## src/rtl/nec_receiver.sv

```systemverilog
// NEC IR frame decoder.
// Measures mark/space durations of the demodulated IR envelope in microseconds,
// validates leader, 32 LSB-first data bits and the stop mark, and reports
// decoded address/command (valid), repeat frames (rpt) and aborted frames (err).
// Optional build macro: NEC_INVERSE_CHECK_EN -- when defined, the inverted
// address/command bytes must match or the frame is rejected with err.
module nec_receiver #(
  parameter int CLKS_PER_US = 125,
  parameter int CNT_W       = 14
) (
  input  logic       clk,
  input  logic       rst_n,
  input  logic       ir_in,
  output logic [7:0] addr,
  output logic [7:0] code,
  output logic       valid,
  output logic       rpt,
  output logic       err,
  output logic       busy
);

  localparam int PRE_W = (CLKS_PER_US > 1) ? $clog2(CLKS_PER_US) : 1;
  localparam logic [PRE_W-1:0] PRE_MAX = PRE_W'(CLKS_PER_US - 1);
  localparam logic [CNT_W-1:0] US_SAT  = '1;

  // Duration windows in microseconds, inclusive on both ends.
  localparam logic [CNT_W-1:0] LEAD_MARK_MIN  = CNT_W'(8000);
  localparam logic [CNT_W-1:0] LEAD_MARK_MAX  = CNT_W'(10000);
  localparam logic [CNT_W-1:0] LEAD_DATA_MIN  = CNT_W'(4000);
  localparam logic [CNT_W-1:0] LEAD_DATA_MAX  = CNT_W'(5000);
  localparam logic [CNT_W-1:0] LEAD_RPT_MIN   = CNT_W'(1750);
  localparam logic [CNT_W-1:0] LEAD_RPT_MAX   = CNT_W'(2750);
  localparam logic [CNT_W-1:0] SHORT_MIN      = CNT_W'(400);
  localparam logic [CNT_W-1:0] SHORT_MAX      = CNT_W'(750);
  localparam logic [CNT_W-1:0] ONE_SPACE_MIN  = CNT_W'(1400);
  localparam logic [CNT_W-1:0] ONE_SPACE_MAX  = CNT_W'(2000);

  typedef enum logic [2:0] {
    IDLE,
    LEAD_MARK,
    LEAD_SPACE,
    BIT_MARK,
    BIT_SPACE,
    STOP_MARK
  } state_t;

  state_t           state, state_next;
  logic             sync1, sync2, ir_dly;
  logic             rise, fall;
  logic [PRE_W-1:0] pre_cnt;
  logic [CNT_W-1:0] us_cnt;
  logic [31:0]      sr, sr_next;
  logic [4:0]       bit_idx, bit_idx_next;
  logic             rpt_flag, rpt_flag_next;
  logic             valid_next, rpt_next, err_next, load;
  logic             bit_ok;

  function automatic logic in_win(input logic [CNT_W-1:0] v,
                                  input logic [CNT_W-1:0] lo,
                                  input logic [CNT_W-1:0] hi);
    return (v >= lo) && (v <= hi);
  endfunction

  assign rise = sync2 & ~ir_dly;
  assign fall = ~sync2 & ir_dly;
  assign busy = (state != IDLE);

  // Two-flop synchronizer plus a delayed copy for edge detection.
  always_ff @(posedge clk) begin
    if (!rst_n) begin
      sync1  <= 1'b0;
      sync2  <= 1'b0;
      ir_dly <= 1'b0;
    end else begin
      sync1  <= ir_in;
      sync2  <= sync1;
      ir_dly <= sync2;
    end
  end

  // Microsecond timebase; restarts on every envelope edge and idles at zero.
  always_ff @(posedge clk) begin
    if (!rst_n || state == IDLE || rise || fall) begin
      pre_cnt <= '0;
      us_cnt  <= '0;
    end else if (pre_cnt == PRE_MAX) begin
      pre_cnt <= '0;
      if (us_cnt != US_SAT) us_cnt <= us_cnt + 1'b1;
    end else begin
      pre_cnt <= pre_cnt + 1'b1;
    end
  end

`ifdef NEC_INVERSE_CHECK_EN
  logic inv_ok;
  assign inv_ok = (sr[15:8] == ~sr[7:0]) && (sr[31:24] == ~sr[23:16]);
`else
  // Inverse bytes are captured but deliberately not checked in this build.
  logic unused_inv;
  assign unused_inv = ^{sr[15:8], sr[31:24]};
`endif

  // State register, shift register and registered output pulses.
  always_ff @(posedge clk) begin
    if (!rst_n) begin
      state    <= IDLE;
      sr       <= '0;
      bit_idx  <= '0;
      rpt_flag <= 1'b0;
      addr     <= '0;
      code     <= '0;
      valid    <= 1'b0;
      rpt      <= 1'b0;
      err      <= 1'b0;
    end else begin
      state    <= state_next;
      sr       <= sr_next;
      bit_idx  <= bit_idx_next;
      rpt_flag <= rpt_flag_next;
      valid    <= valid_next;
      rpt      <= rpt_next;
      err      <= err_next;
      if (load) begin
        addr <= sr[7:0];
        code <= sr[23:16];
      end
    end
  end

  // Next-state logic: duration checks on edges, timeouts while waiting.
  always_comb begin
    state_next    = state;
    sr_next       = sr;
    bit_idx_next  = bit_idx;
    rpt_flag_next = rpt_flag;
    valid_next    = 1'b0;
    rpt_next      = 1'b0;
    err_next      = 1'b0;
    load          = 1'b0;
    bit_ok        = 1'b0;

    case (state)
      IDLE: begin
        if (rise) state_next = LEAD_MARK;
      end

      LEAD_MARK: begin
        if (fall) begin
          if (in_win(us_cnt, LEAD_MARK_MIN, LEAD_MARK_MAX)) state_next = LEAD_SPACE;
          else begin err_next = 1'b1; state_next = IDLE; end
        end else if (us_cnt > LEAD_MARK_MAX) begin
          err_next = 1'b1; state_next = IDLE;
        end
      end

      LEAD_SPACE: begin
        if (rise) begin
          if (in_win(us_cnt, LEAD_DATA_MIN, LEAD_DATA_MAX)) begin
            bit_idx_next  = '0;
            rpt_flag_next = 1'b0;
            state_next    = BIT_MARK;
          end else if (in_win(us_cnt, LEAD_RPT_MIN, LEAD_RPT_MAX)) begin
            rpt_flag_next = 1'b1;
            state_next    = STOP_MARK;
          end else begin
            err_next = 1'b1; state_next = IDLE;
          end
        end else if (us_cnt > LEAD_DATA_MAX) begin
          err_next = 1'b1; state_next = IDLE;
        end
      end

      BIT_MARK: begin
        if (fall) begin
          if (in_win(us_cnt, SHORT_MIN, SHORT_MAX)) state_next = BIT_SPACE;
          else begin err_next = 1'b1; state_next = IDLE; end
        end else if (us_cnt > SHORT_MAX) begin
          err_next = 1'b1; state_next = IDLE;
        end
      end

      BIT_SPACE: begin
        if (rise) begin
          if (in_win(us_cnt, SHORT_MIN, SHORT_MAX)) begin
            sr_next[bit_idx] = 1'b0;
            bit_ok           = 1'b1;
          end else if (in_win(us_cnt, ONE_SPACE_MIN, ONE_SPACE_MAX)) begin
            sr_next[bit_idx] = 1'b1;
            bit_ok           = 1'b1;
          end else begin
            err_next = 1'b1; state_next = IDLE;
          end
          if (bit_ok) begin
            if (bit_idx == 5'd31) state_next = STOP_MARK;
            else begin
              bit_idx_next = bit_idx + 1'b1;
              state_next   = BIT_MARK;
            end
          end
        end else if (us_cnt > ONE_SPACE_MAX) begin
          err_next = 1'b1; state_next = IDLE;
        end
      end

      STOP_MARK: begin
        if (fall) begin
          state_next = IDLE;
          if (!in_win(us_cnt, SHORT_MIN, SHORT_MAX)) err_next = 1'b1;
          else if (rpt_flag) rpt_next = 1'b1;
          else begin
`ifdef NEC_INVERSE_CHECK_EN
            if (inv_ok) begin valid_next = 1'b1; load = 1'b1; end
            else err_next = 1'b1;
`else
            valid_next = 1'b1;
            load       = 1'b1;
`endif
          end
        end else if (us_cnt > SHORT_MAX) begin
          err_next = 1'b1; state_next = IDLE;
        end
      end

      default: state_next = IDLE;
    endcase
  end

endmodule

```

## config.mk

```make
export PLATFORM = sky130hd
export DESIGN_NAME = nec_receiver
export DESIGN_NICKNAME = d
export VERILOG_FILES = /design/src/rtl/nec_receiver.sv
export SDC_FILE = /design/constraint.sdc
export NUM_CORES = 1
export LEC_CHECK = 0
export ABC_AREA = 0
export ABC_CLOCK_PERIOD_IN_PS = 2200
export CAP_MARGIN = 30
export CORE_AREA = 5 5 85 107
export DETAILED_ROUTE_END_ITERATION = 16
export DIE_AREA = 0 0 90 112
export PLACE_DENSITY = 0.67
export SLEW_MARGIN = 20
export SYNTH_ARGS = -nofsm -noshare
export SYNTH_HDL_FRONTEND = slang
export SYNTH_SLANG_ARGS = --single-unit
```

## constraint.sdc

```tcl
create_clock -name clk -period 2.2 [get_ports clk]
set_clock_uncertainty 0.15 [all_clocks]
set_input_delay 0.22 -clock clk [delete_from_list [all_inputs] [get_ports clk]]
set_output_delay 0.22 -clock clk [all_outputs]
set_load 0.03 [all_outputs]
```

Word-level counts from Yosys, hierarchy flattened

Cells that the tools add are included.

Shift operators: 0
Bitwise gates (word level): 7
Reduce and logical (&&, ||, !) cells: 23
Divide/modulo/power cells: 0
Magnitude comparators: 16
Equality and inequality tests: 19
Multiply operators: 0
Multiplexer cells: 55
Add/sub/neg operators: 3

Operators with widths:

| kind                  | number |
|---|---|
| $mux 32               | 2 |
| $mux 3                | 17 |
| $and 32x32->32        | 1 |
| $not 32->32           | 1 |
| $or 32x32->32         | 1 |
| $ge 14x11->1 const B  | 2 |
| $mux 1                | 26 |
| $mux 5                | 5 |
| $pmux 3 s6            | 1 |
| $add 14x1->14 const B | 1 |
| $ge 14x12->1 const B  | 1 |
| $ge 14x13->1 const B  | 1 |
| $ge 14x9->1 const B   | 1 |
| $gt 14x10->1 const B  | 1 |
| $gt 14x11->1 const B  | 1 |
| $gt 14x13->1 const B  | 1 |
| $gt 14x14->1 const B  | 1 |
| $le 14x10->1 const B  | 1 |
| $le 14x11->1 const B  | 1 |
| $le 14x12->1 const B  | 1 |
| $le 14x13->1 const B  | 1 |
| $le 14x14->1 const B  | 1 |
| $ne 14x14->1 const B  | 1 |
| $ne 2x2->1 const B    | 6 |
| 28 further kinds      | 47 |

Logic and storage cells: 137
Memory bits (read-only): 0
Bits in registers: 84
Memories kept: 0
Memory bits (writable): 0
Output and inout bits: 20
Input bits: 3
Latch bits: 0

Depth between registers and ports, before layout

Gate-level depths: netlist (run 1).

Word-level depth: 9
Depth in mapped cells: 9
Depth with buffers taken out: 8

Worst setup path after synthesis (run 1)

No wires, ideal clock.

Kind: register to register
Start: register us_cnt[1]
End: register bit_idx[2]
Data arrival time: 2.140 ns
Slack: -0.212 ns
Required time: 1.928 ns
Library setup time: 0.122 ns
Cell stages (with the launch flop): 10
Clock period less this slack: 2.412 ns
Path buffers: 1
Cells stage by stage: dfxtp_1 > buf_6 > inv_1 > ha_1 > or3b_1 > a21o_1 > a31oi_2 > o2bb2ai_2 > a211oi_2 > a221o_1

Cells in the longest elaborated chain, start to end: 8
Elaborated cells between the ends (all ways): 16
Those cells by class: order compare (6); eq/ne (2); mux (4); reduce/logical (4)

Ends and longest elaborated chain:

| what                                         | line | source |
|---|---|---|
| from (decl)                                  | 51   | `logic [CNT_W-1:0] us_cnt;` |
| from (signal assigned)                       | 88   | `if (us_cnt != US_SAT) us_cnt <= us_cnt + 1'b1;` |
| $ge 14x11->1 or $le 14x11->1 (tied branches) | 61   | `return (v >= lo) && (v <= hi);` |
| $logic_and 1x1->1                            | 61   |  |
| $mux 1                                       | 187  | `end else if (in_win(us_cnt, ONE_SPACE_MIN, ONE_SPACE_MAX)) begin` |
| $mux 1                                       | 184  | `if (in_win(us_cnt, SHORT_MIN, SHORT_MAX)) begin` |
| $mux 1                                       | 183  | `if (rise) begin` |
| $mux 1                                       | 142  | `case (state)` |
| $ne 2x2->1 (no line)                         | -    |  |
| $reduce_and 6->1 (no line) (*)               | -    |  |
| to (signal assigned)                         | 118  | `bit_idx <= bit_idx_next;` |
| to (decl)                                    | 53   | `logic [4:0] bit_idx, bit_idx_next;` |

Every way passes the cells marked *; elsewhere a longest branch is shown, timed or not. The select of a mux whose other input is x is not followed.
A chain may end at the register's enable or synchronous reset.

Final worst setup path (run 1)

Start: register us_cnt[5]
End: register bit_idx[2]

The elaborated chain is that of the path after synthesis.

==> results of run 1 <==
## cell usage after synthesis, drive strengths merged, types with 2 or more instances
cell | instances | share of area (%)
xnor2 | 10 | 2.5
ha | 9 | 3.2
nor3 | 11 | 2.2
o22ai | 2 | 0.36
nand2 | 27 | 2.9
o221a | 16 | 5.1
a21oi | 8 | 1.2
nor2 | 76 | 8.1
or3b | 2 | 0.50
buf | 14 | 2.8
dfxtp | 68 | 39
o21a | 2 | 0.43
or3 | 5 | 0.89
and2 | 4 | 0.71
nor2b | 6 | 1.1
a31oi | 7 | 1.4
nand2b | 6 | 1.1
nand3 | 18 | 2.6
o21ai | 4 | 0.57
nor4b | 4 | 1.0
o31a | 2 | 0.50
or2 | 3 | 0.54
nand4bb | 2 | 0.64
nand4 | 10 | 1.8
nand4b | 2 | 0.50
a211oi | 3 | 0.78
xor2 | 7 | 1.7
a41oi | 2 | 0.50
and4 | 2 | 0.50
clkbuf | 12 | 1.3
nor4 | 8 | 1.6
mux2i | 18 | 5.1
o31ai | 2 | 0.43
and3 | 5 | 0.89
inv | 12 | 1.3
## final cells by class
type	instances	area [um2]
fill	711	3190
clock buffer	9	124
timing repair buffer	107	936
tap	97	121
clock inverter	7	75.1
inverter	12	50.0
sequential	68	1390
multi-input combinational	297	2130
## power breakdown
| group | internal [mW] | switching, mW | total, mW |
|---|---|---|---|
| Sequential | 1.23 | 0.00386 | 1.23 |
| Combinational | 0.0214 | 0.0358 | 0.0572 |
| Clock | 0.531 | 0.523 | 1.05 |
| Total | 1.78 | 0.563 | 2.34 |
## worst max-delay path, cell delays in order, from the launching register on
cell,delay (ns)
dfxtp_4,0.38
nor3_4,0.20
a21oi_1,0.09
a2111o_1,0.47
a2111oi_4,0.47
a211oi_4,0.08
a221o_1,0.32
## what timing repair did
action                                 4_1_cts  5_1_grt
pin swaps                                   25       14
cloned                                       0        2
setup endpoints to repair                   49       47
endpoints found under the hold margin        0        0
buffers inserted                             8        4
gates resized for setup                     21       27
## stage by stage
stage	setup TNS (ns)	total power, mW	hold slack, ns	worst slack (ns)	instance area (um2)
3_3_place_gp	-2.84	1.32	0.268	-0.189	4280
4_1_cts	-1.67	2.37	0.278	-0.0868	4610
2_1_floorplan	-0.284	1.30	0.197	-0.0293	3530
6_report	-0.824	2.34	0.288	-0.0743	4820
3_5_place_dp	-3.98	1.32	0.270	-0.149	4280
5_1_grt	-4.46	2.43	0.301	-0.159	4820
## worst paths after layout
kind / start / to / slack, ns / depth (start not counted)
worst min-delay path: sync1$_SDFF_PN0_ / sync2$_SDFF_PN0_ / 0.29 / 1
worst max-delay path: us_cnt[5]$_SDFFE_PP0P_ / bit_idx[2]$_SDFFE_PN0P_ / -0.07 / 6
worst max register to register: us_cnt[5]$_SDFFE_PP0P_ / bit_idx[2]$_SDFFE_PN0P_ / -0.07 / 6
worst min register to register: sync1$_SDFF_PN0_ / sync2$_SDFF_PN0_ / 0.29 / 1
## routing by layer
layer / part of all wire (%) / track usage, % / up-vias
met5: 0 / 0 / -
met4: 3.2 / 10.3 / 0
met3: 2.7 / 2.77 / 20
met2: 53 / 32.5 / 62
met1: 41 / 19.2 / 1529
li1: - / - / 1628
## kinds of logic (layout without fill, tap and decap cells)
logic type,Yosys count,after routing
buffers and inverters,38,135
XOR/XNOR,17,17
AO/OA/AOI/OAI,61,61
multiplexers,19,19
flip-flops,68,68
AND/OR/NAND/NOR,191,191
adder cells (fa/ha/maj),9,9
==> results.sh, run 1 <==
export IMPL_drtAntennaViolNets=0
export IMPL_synthAdderAreaFrac_pct=3.21
export IMPL_nets=507
export IMPL_synth_edff_count=0
export IMPL_cp_start_kind="register"
export IMPL_routed_wl_mm=9.20
export IMPL_hpwlAfterDp_mm=6.65
export IMPL_dr_pass1_iters=4
export IMPL_max_clock_freq_mhz=440
export IMPL_clkTransAtPathRegs_ns=0.08
export IMPL_timing_final_crit_share_pct=103
export IMPL_routedWlPerCell_um=15.4
export IMPL_syn_nets=415
export IMPL_cts_inserted_buffers=9
export IMPL_h_tree_depth=3
export IMPL_dp_cells=567
export IMPL_required_ns=2.29
export IMPL_finalHoldViolCount=0
export IMPL_start_util_pct=43.8
export IMPL_grtUsageTotal_pct=17.8
export IMPL_worst_pin_slew_ns=0.443
export IMPL_maxCapViolations=0
export IMPL_max_slew_margin_pct=70.5
export IMPL_clockBufferDepth=2
export IMPL_ios=23
export IMPL_area_growth_pct=37.4
export IMPL_critPathKind="register to register"
export IMPL_violations="negative setup slack"
export IMPL_die_w_um=90
export IMPL_viasPerCell=5.43
export IMPL_final_cells=597
export IMPL_fp_dieH_um=112
export IMPL_cts_tree="built"
export IMPL_syn_area_um2=3510
export IMPL_postCtsHoldBufs=0
export IMPL_yosysUniqueCellTypes=59
export IMPL_rsz0062_at_grt="true"
export IMPL_synthMuxAreaShare_pct=5.46
export IMPL_antenna_found_initial=0
export IMPL_hold_class="register to register"
export IMPL_async_flop_share_pct=0
export IMPL_route_detailed_drc=0
export IMPL_place_congestion=0.841
export IMPL_end_kind="register"
export IMPL_synth_avg_cell_area_um2=8.71
export IMPL_layout_common_cells="76 x nor2_1, 76 x buf_4, 58 x dfxtp_1"
export IMPL_antenna_cells=0
export IMPL_ys_seq_elements=68
export IMPL_cp_arrival_ns=2.37
export IMPL_fin_crit_ns=2.27
export IMPL_cts_root_buf="clkbuf_8"
export IMPL_drive_gt1_share_pct=31.8
export IMPL_synth_compound_area_share_pct=15.4
export IMPL_synthXorXnorAreaFrac_pct=4.24
export IMPL_ir_worst_vdd_mv=0.639
export IMPL_grt_pass1_vias=3154
export IMPL_synth_top_family_by_area="simple AND/OR/NAND/NOR gates"
export IMPL_drt_iter0_drc=112
export IMPL_crit_path_max_fanout=6
export IMPL_fin_ws_ns=-0.0743
export IMPL_grt_max_degree=25
export IMPL_cellPowerDensity_nw_per_um2=486
export IMPL_clock_sinks=68
export IMPL_overflow=0
export IMPL_fp_row_count=37
export IMPL_synthCells=403
export IMPL_maxSlewViolCount=0
export IMPL_synth_simple_area_share_pct=27.5
export IMPL_yosys_most_used_dff="dfxtp_1"
export IMPL_leakage_nw=1.78
export IMPL_core_area_um2=8010
export IMPL_dieArea_um2=10100
export IMPL_clk_latency_ns=0.36
export IMPL_via_count=3239
export IMPL_final_util_pct=60.2
export IMPL_ys_warnings_count=0
export IMPL_setup_viol=35
export IMPL_io_buffers=22
export IMPL_grt_first_pass_wirelength_mm=14.7
export IMPL_ys_seq_area_share_pct=38.8
export IMPL_status="finished with violations"
No activity file was read; power rests on OpenSTA's default activity.
==> run 2, diff against run 1 <==
--- a/config.mk
+++ b/config.mk
@@ -11,6 +11,7 @@
 export CORE_AREA = 5 5 85 107
 export DETAILED_ROUTE_END_ITERATION = 16
 export DIE_AREA = 0 0 90 112
+export GPL_ROUTABILITY_DRIVEN = 0
 export PLACE_DENSITY = 0.67
 export SLEW_MARGIN = 20
 export SYNTH_ARGS = -nofsm -noshare
==> run 2 against run 1 <==
  * The run still ends with negative setup slack left
  * Worst hold slack worse by 0.0025 ns
  * Utilization shrank 1.9 points
  * Via count grew 0.62%
  * Sequential share of layout area is 0.86 points higher
  * Register-to-register slack about the same
  * Flip-flop and latch count is the same
  * Clock power is 5% higher
  * Die area is the same
  * Final cell count decreased by 2.8%
  * Critical endpoint unchanged
  * Largest power group unchanged
==> results.sh, run 2 (synthesis results as in run 1) <==
export IMPL_status="finished with violations"
export IMPL_violations="negative setup slack"
export IMPL_crit_start="us_cnt[0]$_SDFFE_PP0P_"
export IMPL_maxSlewViolCount=0
export IMPL_drt_iter0_drc=176
export IMPL_dr_pass1_iters=4
export IMPL_ir_worst_vdd_mv=0.410
export IMPL_final_common_cell="nor2_1"
export IMPL_slowest_delay_ns=0.38
export IMPL_drive_gt1_share_pct=30.0
export IMPL_route_detailed_drc=0
export IMPL_p_total_mw=2.38
export IMPL_crit_path_end="bit_idx[2]$_SDFFE_PN0P_"
export IMPL_routed_wl_mm=9.28
export IMPL_io_buffers=22
export IMPL_fin_ws_ns=-0.0803
export IMPL_finalHoldViolCount=0
export IMPL_fill_cells=675
export IMPL_cp_top_family="compound AO/OA/AOI/OAI gates"
export IMPL_grt_max_degree=29
export IMPL_cts_root_buf="clkbuf_8"
export IMPL_fp_row_count=37
export IMPL_r2r_end="bit_idx[2]$_SDFFE_PN0P_"
export IMPL_rrSetupSlack_ns=-0.08
export IMPL_dieArea_um2=10100
export IMPL_layout_common_cells="75 x nor2_1, 64 x buf_4, 58 x dfxtp_1"
export IMPL_h_tree_depth=3
export IMPL_rsz0062_at_grt="true"
export IMPL_overflow=0
export IMPL_fin_crit_ns=2.28
export IMPL_core_area_um2=8010
export IMPL_postCtsHoldBufs=0
export IMPL_crit_path_max_fanout=7
export IMPL_max_clock_freq_mhz=439
export IMPL_via_count=3259
export IMPL_clkTransAtPathRegs_ns=0.08
export IMPL_antenna_cells=0
export IMPL_routedWlPerCell_um=16.0
export IMPL_critical_path_cell_chain="inv_2 > ha_4 > or3b_4 > a21o_1 > a31oi_4 > o2bb2ai_4 > a211oi_4 > a221o_1"
export IMPL_end_kind="register"
export IMPL_antenna_found_initial=0
export IMPL_setup_viol=12
export IMPL_clk_latency_ns=0.36
export IMPL_worst_pin_slew_ns=0.433
export IMPL_worst_path_stages=8
export IMPL_cp_start_kind="register"
export IMPL_r2r_worst_path_cells=8
export IMPL_grt_first_pass_wirelength_mm=15.1
export IMPL_die_w_um=90
export IMPL_drtAntennaViolNets=0
export IMPL_maxCapViolations=0
export IMPL_cts_tree="built"
export IMPL_start_util_pct=43.8
export IMPL_grt_pass1_vias=3189
export IMPL_cts_inserted_buffers=9
export IMPL_worst_path_buf_inv=1
export IMPL_area_growth_pct=33.1
export IMPL_nets=490
export IMPL_clock_sinks=68
export IMPL_required_ns=2.29
export IMPL_slowest_stage="or3b_4"
export IMPL_hold_class="register to register"
export IMPL_grtUsageTotal_pct=18.1
export IMPL_hpwlAfterDp_mm=6.51
export IMPL_ios=23
export IMPL_critPathKind="register to register"
export IMPL_leakage_nw=1.66
export IMPL_worst_hold_slack_ns=0.286
export IMPL_fp_dieH_um=112
export IMPL_cp_arrival_ns=2.37
export IMPL_clockBufferDepth=2
export IMPL_max_slew_margin_pct=70.8
export IMPL_cellPowerDensity_nw_per_um2=510
export IMPL_timing_final_crit_share_pct=104
export IMPL_viasPerCell=5.62
export IMPL_r2r_start="us_cnt[0]$_SDFFE_PP0P_"
## run 2: per-layer routing
metal	part of all wire, %	wire length (um)	track usage, %	up-vias
met3	3.7	343	4.86	23
met1	41	3790	20.1	1560
li1	-	-	-	1599
met5	0	0	0	-
met4	3.1	287	8.34	0
met2	52	4860	32.0	77
## run 2: final cells by class
class                      count  area [um2]  area share (%)
inverter                      12        47.5            1.02
clock inverter                 7        83.8            1.79
tap                           97         121            2.60
timing repair buffer          90         753            16.1
clock buffer                   9         124            2.65
sequential                    68        1380            29.6
multi-input combinational    297        2160            46.2
## run 2: stage by stage
stage / utilization [%] / std cells / setup slack (ns) / setup TNS [ns] / cell area [um2]
2_1_floorplan: - / 403 / -0.0293 / -0.284 / 3530
3_3_place_gp: 52.2 / 554 / -0.0841 / -0.906 / 4180
3_5_place_dp: 52.2 / 554 / -0.108 / -2.47 / 4180
4_1_cts: 55.7 / 574 / -0.0509 / -0.103 / 4460
5_1_grt: 58.3 / 580 / -0.148 / -3.11 / 4670
6_report: 58.3 / 580 / -0.0803 / -0.303 / 4670
## run 2: worst min path at each step
stage                           startpoint          endpoint  depth (start not counted)
after floorplan                      ir_in  sync1$_SDFF_PN0_                          1
after global placement    sync1$_SDFF_PN0_  sync2$_SDFF_PN0_                          1
after detailed placement  sync1$_SDFF_PN0_  sync2$_SDFF_PN0_                          1
after CTS                            ir_in  sync1$_SDFF_PN0_                          2
after global routing                 ir_in  sync1$_SDFF_PN0_                          2
final                     sync1$_SDFF_PN0_  sync2$_SDFF_PN0_                          1
## run 2: power by group
part / internal [mW] / leakage, nW / switching, mW
logic: 0.0213 / 1.00 / 0.0352
registers: 1.23 / 0.554 / 0.00369
clock network: 0.543 / 0.102 / 0.553
## run 2: timing repair
item | 4_1_cts | 5_1_grt
setup buffers | 4 | 6
gates cloned | 0 | 0
resized for setup | 13 | 34
setup endpoints to repair | 41 | 55
pin swaps | 14 | 17
==> run 3, diff against run 2 <==
--- a/config.mk
+++ b/config.mk
@@ -6,13 +6,15 @@
 export NUM_CORES = 1
 export LEC_CHECK = 0
 export ABC_AREA = 0
-export ABC_CLOCK_PERIOD_IN_PS = 2200
+export ABC_CLOCK_PERIOD_IN_PS = 2720
 export CAP_MARGIN = 30
+export CELL_PAD_IN_SITES_DETAIL_PLACEMENT = 1
+export CELL_PAD_IN_SITES_GLOBAL_PLACEMENT = 1
 export CORE_AREA = 5 5 85 107
 export DETAILED_ROUTE_END_ITERATION = 16
 export DIE_AREA = 0 0 90 112
 export GPL_ROUTABILITY_DRIVEN = 0
-export PLACE_DENSITY = 0.67
+export PLACE_DENSITY = 0.8
 export SLEW_MARGIN = 20
 export SYNTH_ARGS = -nofsm -noshare
 export SYNTH_HDL_FRONTEND = slang
==> constraint.sdc (replaced) <==
create_clock -name clk -period 2.72 [get_ports clk]
set_clock_uncertainty 0.15 [all_clocks]
set_input_delay 0.272 -clock clk [delete_from_list [all_inputs] [get_ports clk]]
set_output_delay 0.272 -clock clk [all_outputs]
set_load 0.03 [all_outputs]
==> run 3 against run 2 <==
  * The run now ends clean
  * Via count fell by 6.9%
  * Combinational power fell by 22%
  * Clock power fell by 14%
  * Die area did not move
  * Count of clock-buffer cells in the layout did not move
  * Power fell by 16%
  * Sequential share of layout area rose by 3.7 points
  * Global-route usage rose by 0.15 points
  * Wire length fell by 3.0%
  * First-iteration DRC count fell by 34%
  * Highest routed layer unchanged
==> results.sh, run 3 (synthesis results as in run 1) <==
export IMPL_area_growth_pct=16.4
export IMPL_cts_inserted_buffers=9
export IMPL_nets=440
export IMPL_grtUsageTotal_pct=18.3
export IMPL_dieArea_um2=10100
export IMPL_io_buffers=22
export IMPL_ir_worst_vdd_mv=0.310
export IMPL_fp_row_count=37
export IMPL_max_clock_freq_mhz=390
export IMPL_postCtsSetupBuffers=0
export IMPL_drive_gt1_share_pct=14.8
export IMPL_clkTransAtPathRegs_ns=0.08
export IMPL_cp_start_kind="register"
export IMPL_maxCapViolations=0
export IMPL_worst_path_buf_inv=2
export IMPL_ios=23
export IMPL_timing_final_crit_share_pct=94.2
export IMPL_r2r_start="us_cnt[1]$_SDFFE_PP0P_"
export IMPL_grt_first_pass_wirelength_mm=15.2
export IMPL_start_util_pct=43.8
export IMPL_dp_slack_ns=0.245
export IMPL_fin_ws_ns=0.158
export IMPL_drt_iter0_drc=116
export IMPL_slowest_stage="dfxtp_1"
export IMPL_clk_latency_ns=0.35
export IMPL_cellPowerDensity_nw_per_um2=489
export IMPL_route_detailed_drc=0
export IMPL_finalHoldViolCount=0
export IMPL_clockBufferDepth=2
export IMPL_leakage_nw=1.39
export IMPL_clock_sinks=68
export IMPL_cts_tree="built"
export IMPL_worst_pin_slew_ns=0.680
export IMPL_viasPerCell=5.72
export IMPL_slowest_delay_ns=0.42
export IMPL_drtAntennaViolNets=0
export IMPL_final_common_cell="nor2_1"
export IMPL_antenna_found_initial=0
export IMPL_cp_top_family="simple AND/OR/NAND/NOR gates"
export IMPL_crit_start="us_cnt[1]$_SDFFE_PP0P_"
export IMPL_critical_path_cell_chain="inv_1 > ha_1 > or3b_1 > a21o_1 > a31oi_2 > buf_4 > nand4_1 > nor2_1 > o221a_2"
export IMPL_max_slew_margin_pct=54.2
export IMPL_routedWlPerCell_um=17.0
export IMPL_layout_common_cells="76 x nor2_1, 68 x dfxtp_1, 27 x nand2_1"
export IMPL_required_ns=2.86
export IMPL_die_w_um=90
export IMPL_cp_arrival_ns=2.70
export IMPL_setup_viol=0
export IMPL_end_kind="register"
export IMPL_hp_start="sync1$_SDFF_PN0_"
export IMPL_antenna_cells=0
export IMPL_maxSlewViolCount=0
export IMPL_fin_crit_ns=2.56
export IMPL_overflow=0
export IMPL_dr_pass1_iters=4
export IMPL_grt_pass1_vias=3085
export IMPL_crit_path_max_fanout=9
export IMPL_status="completed"
export IMPL_grt_max_degree=30
export IMPL_cts_root_buf="clkbuf_8"
export IMPL_rsz0062_at_grt="true"
export IMPL_routed_wl_mm=9.00
export IMPL_hold_class="register to register"
export IMPL_tns_ns=0
export IMPL_hpwlAfterDp_mm=6.60
export IMPL_h_tree_depth=3
export IMPL_via_count=3034
export IMPL_fp_dieH_um=112
export IMPL_core_area_um2=8010
export IMPL_critPathKind="register to register"
-- run 3: layout make-up --
| cell class | count | area [um2] |
|---|---|---|
| Multi-Input combinational cell | 297 | 1960 |
| Tap cell | 97 | 121 |
| Inverter | 12 | 45.0 |
| Clock buffer | 9 | 124 |
| Sequential cell | 68 | 1360 |
| Fill cell | 943 | 3930 |
| Timing Repair Buffer | 40 | 368 |
| Clock inverter | 7 | 98.8 |
-- run 3: timing repair --
item	4_1_cts	5_1_grt
gates resized for setup	0	0
endpoints found under the setup margin	0	2
hold buffers	0	0
-- run 3: worst paths after layout --
check | end | slack, ns | cells past startpoint
hold / removal | sync2$_SDFF_PN0_ | 0.30 | 1
setup / recovery | register | 0.16 | 9
hold reg to reg | sync2$_SDFF_PN0_ | 0.30 | 1
setup reg to reg | register | 0.16 | 9
-- run 3: worst reg2reg max path, cell delays in order (launching register included) --
cell	delay, ns
dfxtp_1	0.42
inv_1	0.12
ha_1	0.13
or3b_1	0.37
a21o_1	0.21
a31oi_2	0.22
buf_4	0.20
nand4_1	0.24
nor2_1	0.23
o221a_2	0.20
-- run 3: through the flow --
stage | cell area [um2] | power (mW) | util [%] | hold slack [ns] | std cells
floorplan | 3510 | 1.05 | - | 0.249 | 403
global placement | 3860 | 1.07 | 48.2 | 0.268 | 514
detailed placement | 3860 | 1.07 | 48.2 | 0.273 | 514
CTS | 4080 | 2.02 | 51.0 | 0.304 | 530
global route | 4080 | 2.08 | 51.0 | 0.319 | 530
finish | 4080 | 2.00 | 51.0 | 0.301 | 530
-- run 3: where the power goes --
group / internal [mW] / switching, mW / leakage (nW)
registers: 0.997 / 0.00325 / 0.548
clock network: 0.521 / 0.430 / 0.110
logic: 0.0158 / 0.0284 / 0.732
-- run 3: metal layers --
layer / wire length, um / up-vias / part of all wire (%) / GRT usage (%)
li1: - / 1493 / - / -
met1: 3770 / 1474 / 42 / 20.0
met2: 4760 / 44 / 53 / 33.4
met3: 247 / 23 / 2.7 / 3.85
met4: 209 / 0 / 2.3 / 8.14
met5: 0 / - / 0 / 0
